<file path="src/rtl/mem_stream_unpack_if.sv">
// Stream-side and memory-write-side signal bundle for mem_stream_unpack.
// master drives the merged stream; slave is the unpacker itself.
interface mem_stream_unpack_if #(
    parameter int NMEM = 12,
    parameter int DW   = 45,
    parameter int AW   = 6,
    parameter int BXW  = 3
);
    logic                 new_event;
    logic [DW-1:0]        stream_dat;
    logic                 stream_valid;
    logic                 wr_en;
    logic [3:0]           wr_sel;
    logic [BXW+AW-1:0]    wr_addr;
    logic [DW-1:0]        wr_dat;
    logic [NMEM*AW-1:0]   items_flat;
    logic                 busy;
    logic                 done;
    logic                 err;

    modport master (
        output new_event, stream_dat, stream_valid,
        input  wr_en, wr_sel, wr_addr, wr_dat, items_flat, busy, done, err
    );

    modport slave (
        input  new_event, stream_dat, stream_valid,
        output wr_en, wr_sel, wr_addr, wr_dat, items_flat, busy, done, err
    );
endinterface

</file>
<file path="src/rtl/mem_stream_unpack.sv">
// Splits the framed merged readout stream back into per-memory write strobes.
// Latency: one cycle from accepted data word to wr_*; no backpressure, gaps via stream_valid.
module mem_stream_unpack #(
    parameter int NMEM = 12,
    parameter int DW   = 45,
    parameter int AW   = 6,
    parameter int BXW  = 3
) (
    input  logic                  clk,
    input  logic                  reset_n,
    mem_stream_unpack_if.slave    bus
);
    typedef enum logic [2:0] {IDLE, HDR, DATA, SKIP, DONE} state_t;

    localparam logic [3:0] NMEM4   = 4'(NMEM);
    localparam logic [3:0] END_DST = 4'hF;
    localparam int         BX_LSB  = DW - BXW;
    localparam int         DST_LSB = BX_LSB - 4;
    localparam int         CNT_LSB = DST_LSB - AW;

    state_t                state_q, state_d;
    logic [3:0]            dest_q, dest_d;
    logic [BXW-1:0]        bx_q, bx_d;
    logic [AW-1:0]         rem_q, rem_d;
    logic [AW-1:0]         items_q [NMEM];
    logic [AW-1:0]         items_d [NMEM];
    logic [NMEM-1:0]       full_q, full_d;
    logic                  err_q, err_d;
    logic                  done_q, done_d;
    logic                  busy_q, busy_d;
    logic                  wr_en_q, wr_en_d;
    logic [3:0]            wr_sel_q, wr_sel_d;
    logic [BXW+AW-1:0]     wr_addr_q, wr_addr_d;
    logic [DW-1:0]         wr_dat_q, wr_dat_d;

    logic [BXW-1:0]        hdr_bx;
    logic [3:0]            hdr_dest;
    logic [AW-1:0]         hdr_cnt;

    assign hdr_bx   = bus.stream_dat[BX_LSB +: BXW];
    assign hdr_dest = bus.stream_dat[DST_LSB +: 4];
    assign hdr_cnt  = bus.stream_dat[CNT_LSB +: AW];

    always_comb begin
        state_d   = state_q;
        dest_d    = dest_q;
        bx_d      = bx_q;
        rem_d     = rem_q;
        items_d   = items_q;
        full_d    = full_q;
        err_d     = err_q;
        done_d    = done_q;
        busy_d    = busy_q;
        wr_en_d   = 1'b0;
        wr_sel_d  = wr_sel_q;
        wr_addr_d = wr_addr_q;
        wr_dat_d  = wr_dat_q;

        // new_event overrides everything, including a word presented in the same cycle
        if (bus.new_event) begin
            state_d = HDR;
            for (int k = 0; k < NMEM; k++) items_d[k] = '0;
            full_d  = '0;
            err_d   = 1'b0;
            done_d  = 1'b0;
            busy_d  = 1'b1;
        end else if (bus.stream_valid) begin
            case (state_q)
                HDR: begin
                    if (hdr_dest == END_DST) begin
                        state_d = DONE;
                        busy_d  = 1'b0;
                        done_d  = 1'b1;
                    end else if (hdr_dest >= NMEM4) begin
                        err_d   = 1'b1;
                        rem_d   = hdr_cnt;
                        state_d = (hdr_cnt == '0) ? HDR : SKIP;
                    end else begin
                        dest_d  = hdr_dest;
                        bx_d    = hdr_bx;
                        rem_d   = hdr_cnt;
                        state_d = (hdr_cnt == '0) ? HDR : DATA;
                    end
                end
                DATA: begin
                    // once a memory has written its last address, further words are dropped
                    if (!full_q[dest_q]) begin
                        wr_en_d   = 1'b1;
                        wr_sel_d  = dest_q;
                        wr_addr_d = {bx_q, items_q[dest_q]};
                        wr_dat_d  = bus.stream_dat;
                        if (items_q[dest_q] == '1) begin
                            full_d[dest_q] = 1'b1;
                            err_d          = 1'b1;
                        end else begin
                            items_d[dest_q] = items_q[dest_q] + 1'b1;
                        end
                    end
                    rem_d = rem_q - 1'b1;
                    if (rem_q == AW'(1)) state_d = HDR;
                end
                SKIP: begin
                    rem_d = rem_q - 1'b1;
                    if (rem_q == AW'(1)) state_d = HDR;
                end
                default: ;
            endcase
        end
    end

    always_ff @(posedge clk or negedge reset_n) begin
        if (!reset_n) begin
            state_q   <= IDLE;
            dest_q    <= '0;
            bx_q      <= '0;
            rem_q     <= '0;
            items_q   <= '{default: '0};
            full_q    <= '0;
            err_q     <= 1'b0;
            done_q    <= 1'b0;
            busy_q    <= 1'b0;
            wr_en_q   <= 1'b0;
            wr_sel_q  <= '0;
            wr_addr_q <= '0;
            wr_dat_q  <= '0;
        end else begin
            state_q   <= state_d;
            dest_q    <= dest_d;
            bx_q      <= bx_d;
            rem_q     <= rem_d;
            items_q   <= items_d;
            full_q    <= full_d;
            err_q     <= err_d;
            done_q    <= done_d;
            busy_q    <= busy_d;
            wr_en_q   <= wr_en_d;
            wr_sel_q  <= wr_sel_d;
            wr_addr_q <= wr_addr_d;
            wr_dat_q  <= wr_dat_d;
        end
    end

    for (genvar k = 0; k < NMEM; k++) begin : g_items
        assign bus.items_flat[k*AW +: AW] = items_q[k];
    end

    assign bus.wr_en   = wr_en_q;
    assign bus.wr_sel  = wr_sel_q;
    assign bus.wr_addr = wr_addr_q;
    assign bus.wr_dat  = wr_dat_q;
    assign bus.busy    = busy_q;
    assign bus.done    = done_q;
    assign bus.err     = err_q;
endmodule
</file>
<file path="src/flat_wrapper.sv">
// flat-port wrapper written by rule: the top's interface ports become plain ports
module mem_stream_unpack_flat 
#(
    parameter int NMEM = 12,
    parameter int DW   = 45,
    parameter int AW   = 6,
    parameter int BXW  = 3
)
  (clk, reset_n, bus_new_event, bus_stream_dat, bus_stream_valid, bus_wr_en, bus_wr_sel, bus_wr_addr, bus_wr_dat, bus_items_flat, bus_busy, bus_done, bus_err);
  mem_stream_unpack_if #(.NMEM(NMEM), .DW(DW), .AW(AW), .BXW(BXW)) bus_i ();
  input  logic clk;
  input  logic reset_n;
  input wire logic [$bits(bus_i.new_event)-1:0] bus_new_event;
  input wire logic [$bits(bus_i.stream_dat)-1:0] bus_stream_dat;
  input wire logic [$bits(bus_i.stream_valid)-1:0] bus_stream_valid;
  output wire logic [$bits(bus_i.wr_en)-1:0] bus_wr_en;
  output wire logic [$bits(bus_i.wr_sel)-1:0] bus_wr_sel;
  output wire logic [$bits(bus_i.wr_addr)-1:0] bus_wr_addr;
  output wire logic [$bits(bus_i.wr_dat)-1:0] bus_wr_dat;
  output wire logic [$bits(bus_i.items_flat)-1:0] bus_items_flat;
  output wire logic [$bits(bus_i.busy)-1:0] bus_busy;
  output wire logic [$bits(bus_i.done)-1:0] bus_done;
  output wire logic [$bits(bus_i.err)-1:0] bus_err;
  assign bus_i.new_event = bus_new_event;
  assign bus_i.stream_dat = bus_stream_dat;
  assign bus_i.stream_valid = bus_stream_valid;
  assign bus_wr_en = bus_i.wr_en;
  assign bus_wr_sel = bus_i.wr_sel;
  assign bus_wr_addr = bus_i.wr_addr;
  assign bus_wr_dat = bus_i.wr_dat;
  assign bus_items_flat = bus_i.items_flat;
  assign bus_busy = bus_i.busy;
  assign bus_done = bus_i.done;
  assign bus_err = bus_i.err;
  mem_stream_unpack #(.NMEM(NMEM), .DW(DW), .AW(AW), .BXW(BXW)) u_core (.clk(clk), .reset_n(reset_n), .bus(bus_i));
endmodule
</file>
<file path="config.mk">
export PLATFORM = sky130hd
export DESIGN_NAME = mem_stream_unpack_flat
export DESIGN_NICKNAME = d
export VERILOG_FILES = /design/src/rtl/mem_stream_unpack_if.sv /design/src/rtl/mem_stream_unpack.sv /design/src/flat_wrapper.sv
export SDC_FILE = /design/constraint.sdc
export NUM_CORES = 1
export LEC_CHECK = 0
export CORE_AREA = 2 2 131 133
export CTS_CLUSTER_SIZE = 8
export DETAILED_ROUTE_END_ITERATION = 10
export DIE_AREA = 0 0 133 135
export PLACE_DENSITY = 0.76
export SLEW_MARGIN = 20
export SYNTH_ARGS = -nofsm -noshare
export SYNTH_HDL_FRONTEND = slang
export SYNTH_SLANG_ARGS = --single-unit
</file>
<file path="constraint.sdc">
create_clock -name clk -period 3 [get_ports clk]
set_input_delay 0.9 -clock clk [delete_from_list [all_inputs] [get_ports clk]]
set_output_delay 0.9 -clock clk [all_outputs]
set_load 0.02 [all_outputs]
</file>
==> impl_metrics.json, run 1 <==
{
  "run_status": "complete, no violations",
  "period_minus_slack_ns": 2.87,
  "route.detailed.drc": 0,
  "critical_path_peak_fanout": 24,
  "vdd.ir_drop.worst_uv": 501,
  "timing.critical_path.to_type": "flop",
  "post-synth-top-area-cell": "dfrtp_1",
  "number_of_failing_hold_endpoints_at_the_final_stage": 0,
  "drt-initial-drc-count": 337,
  "number_of_different_library_cells_in_the_post_synthesis_netlist": 51,
  "transition_time_at_the_pin_with_the_least_slew_margin_ns": 0.837,
  "synth_commonest_cells": "dfrtp_1 (162), mux2_2 (63), a32o_1 (60)",
  "synth_edf_count": 0,
  "first_global_vias": 6045,
  "antennaDiodeCount": 0,
  "met2_usage": 0.391,
  "layout_setup_ws_ns": 0.132,
  "rsz0062_at_grt": "no",
  "fin_worst_skew_ns": 0.00697,
  "fin_nets": 803,
  "hold_ws_ns": 0.451,
  "vias": 5853,
  "globalRouteMet3Util": 0.0679,
  "detail_route.vias_per_cell": 5.95,
  "synth_most_common_cell": "dfrtp_1",
  "syn-cell-area_mm2": 0.00732,
  "pin_count_of_the_biggest_net_entering_global_routing": 59,
  "power.density_mw_per_mm2": 696,
  "globalRouteTotalUtil": 0.236,
  "syn_inst": 546,
  "dieArea_mm2": 0.0180,
  "drt.antenna.violating_nets": 0,
  "synth_sequential_area_ratio": 0.554,
  "dpl_ws_ns": -0.0659,
  "adder_cell_share_of_the_synthesized_area": 0.00513,
  "design.portCount": 183,
  "share_of_the_synthesized_area_in_compound_gates_ao_oa_aoi_oai": 0.172,
  "cap_violations": 0,
  "cts_root_buffer": "clkbuf_16",
  "critical_path_required_ns": 3.31,
  "worstSetupStartpointType": "flop",
  "synth_area_per_cell_um2": 13.4,
  "drt_pre_antenna_iters": 7,
  "detail_route.wirelength_mm": 21.1,
  "floorplan.die.height_um": 135,
  "cts_sinks": 162,
  "synth_async_sr_flop_share": 1.00,
  "worstRegToRegCells": 9,
  "clock_path_buffers": 2,
  "total_leakage_power_nw": 4.30,
  "ys_top_cells_by_area": "dfrtp_1 (55%), mux2_2 (9.7%), a32o_1 (8.2%), mux4_2 (5.8%), o2bb2ai_1 (2.9%)",
  "drive_above_1_share": 0.243,
  "regToRegSetupSlack_ns": 0.13,
  "simple_gate_fraction_of_synth_area": 0.0737,
  "flip_flop_and_latch_count_after_synthesis": 162,
  "worst-setup-path-type": "reg -> reg",
  "gp_congestion": 0.918,
  "utilization": 0.628,
  "grt.overflow.total": 0,
  "cts_inserted_buffers": 17,
  "final-max-slew-violation-count": 0,
  "rows": 47,
  "combinational_family_with_the_most_area_after_synthesis": "compound AO/OA/AOI/OAI gates",
  "finish.instance_area_mm2": 0.0103,
  "global_route_wire_length_before_repair_mm": 32.6,
  "clkSlewWorstSetupHoldPaths_ns": 0.06,
  "post_cts_hold_buffer_count": 0,
  "yosys.area_share.xor_xnor": 0.00359,
  "io_buffer_count": 182,
  "grt_busiest_layer": "met2",
  "use_met1": 0.289,
  "reg2reg_from": "u_core.dest_q[0]",
  "core_region_area_mm2": 0.0164,
  "worstReg2RegEnd": "u_core.bus.items_flat[28]",
  "synth_fp_nets": 598,
  "synthDominantCellAreaShare": 0.554,
  "clock_latency_of_the_later_clocked_register_in_the_worst_skew_pair_ns": 0.42,
  "setup-violations-final": 0,
  "report.power.total_w": 0.00717,
  "synthMuxAreaShare": 0.158,
  "min_delay_path_class": "in -> async",
  "tritoncts": "yes",
  "floorplan.initialDensity": 0.446,
  "critical_path_arrival_ns": 3.17,
  "routed_wire_length_per_instance_um": 21.4,
  "antenna_violations_before_repair": 0,
  "layout-area-overhead-vs-synth_pct": 40.8,
  "crit_path_start": "u_core.dest_q[0]",
  "dpl-instance-area_mm2": 0.00962,
  "slew-limit-headroom": 0.437,
  "synth_flop_cell": "dfrtp_1",
  "layout_worst_path_cycle_share": 0.956,
  "h_tree_levels": 4,
  "dpl.hpwl_mm": 15.4,
  "fmaxAchievable_ghz": 0.349,
  "chipWidth_um": 133,
  "yosysWarningCount": 0
}
-- metrics by stage --
stage / setup TNS (ns) / cells
floorplan: 0 / 546
global placement: -0.0940 / 950
detailed placement: -0.961 / 950
global route: 0 / 984
CTS: -0.487 / 982
finish: 0 / 984
-- report_power, final --
part / total, W / leakage (nW) / internal [W] / switching [W]
Clock: 0.00211 / 0.278 / 0.00124 / 0.000871
Sequential: 0.00273 / 2.18 / 0.00251 / 0.000222
Combinational: 0.00232 / 1.84 / 0.00108 / 0.00124
-- worst max-delay path, cell delays in order (launching register included) --
cell     delay, ns
dfrtp_2       0.38
buf_12        0.16
mux4_2        0.55
a22oi_2       0.24
nand2_1       0.17
ha_2          0.24
a41oi_4       0.29
buf_12        0.21
a31oi_2       0.21
a32o_1        0.29
-- what timing repair did --
item                       CTS  global route
setup endpoints to repair   35            72
resized for setup            4             9
pin swaps                    0             0
hold endpoints to repair     0             0
buffers inserted             0             1
cloned                       0             1
-- per-layer routing --
metal,vias up,wire length [µm],part of all wire
met5,-,0,0
met4,0,582,0.028
met3,47,1640,0.078
met2,295,10600,0.50
met1,2977,8250,0.39
li1,2534,-,-
-- kinds of logic after synthesis --
| group | Yosys count |
|---|---|
| compound gates | 137 |
| xor+xnor | 3 |
| fa+ha+maj | 3 |
| buf+inv | 49 |
| flops | 162 |
| mux | 84 |
| simple gates | 108 |
-- flip-flops by register name, summed over array words and instances, names as in the netlist --
| name | count |
|---|---|
| u_core.bx_q | 3 |
| u_core.rem_q | 6 |
| u_core.full_q | 12 |
| u_core.bus.items_flat | 72 |
| u_core.bus.done | 1 |
| u_core.bus.wr_addr | 9 |
| u_core.bus.err | 1 |
| u_core.bus.wr_dat | 45 |
| u_core.bus.wr_sel | 4 |
| u_core.state_q | 3 |
| u_core.bus.wr_en | 1 |
| u_core.bus.busy | 1 |
| u_core.dest_q | 4 |
-- how the worst max path moves through the flow --
stage                                      to  slack [ns]  cells after the start
floorplan           u_core.bus.items_flat[56]        0.03                     12
global placement    u_core.bus.items_flat[26]       -0.02                      9
detailed placement  u_core.bus.items_flat[45]       -0.07                      9
CTS                 u_core.bus.items_flat[12]       -0.05                      9
global route        u_core.bus.items_flat[62]        0.02                      8
finish              u_core.bus.items_flat[28]        0.13                      9
-- cell type report --
type	count	area, µm²
clock buffer	18	439
clock inverter	14	138
fill	1224	6100
inverter	8	30.0
multi-input combinational	335	3100
sequential	162	4060
tap	220	275
timing repair buffer	227	2270
-- layout by cell type, fill, tap and decap left out, drive strengths merged, types with 17 or more instances in the layout --
cell type / Yosys / final
clkdlybuf4s50: 0 / 181
nand2: 32 / 32
mux2: 63 / 63
mux4: 19 / 19
a32o: 60 / 60
dfrtp: 162 / 162
a31oi: 17 / 17
o2bb2ai: 24 / 24
buf: 22 / 45
nor2: 23 / 23
clkbuf: 19 / 19
Note: power is estimated with default switching activity, not from simulation.
==> inputs of run 2 (changes only) <==
--- a/config.mk
+++ b/config.mk
@@ -10,7 +10,7 @@
 export DETAILED_ROUTE_END_ITERATION = 10
 export DIE_AREA = 0 0 133 135
 export PLACE_DENSITY = 0.76
-export SLEW_MARGIN = 20
+export SLEW_MARGIN = 15
 export SYNTH_ARGS = -nofsm -noshare
 export SYNTH_HDL_FRONTEND = slang
 export SYNTH_SLANG_ARGS = --single-unit
==> results of run 2 <==
Final layout, timing and power as in run 1 (identical DEF).
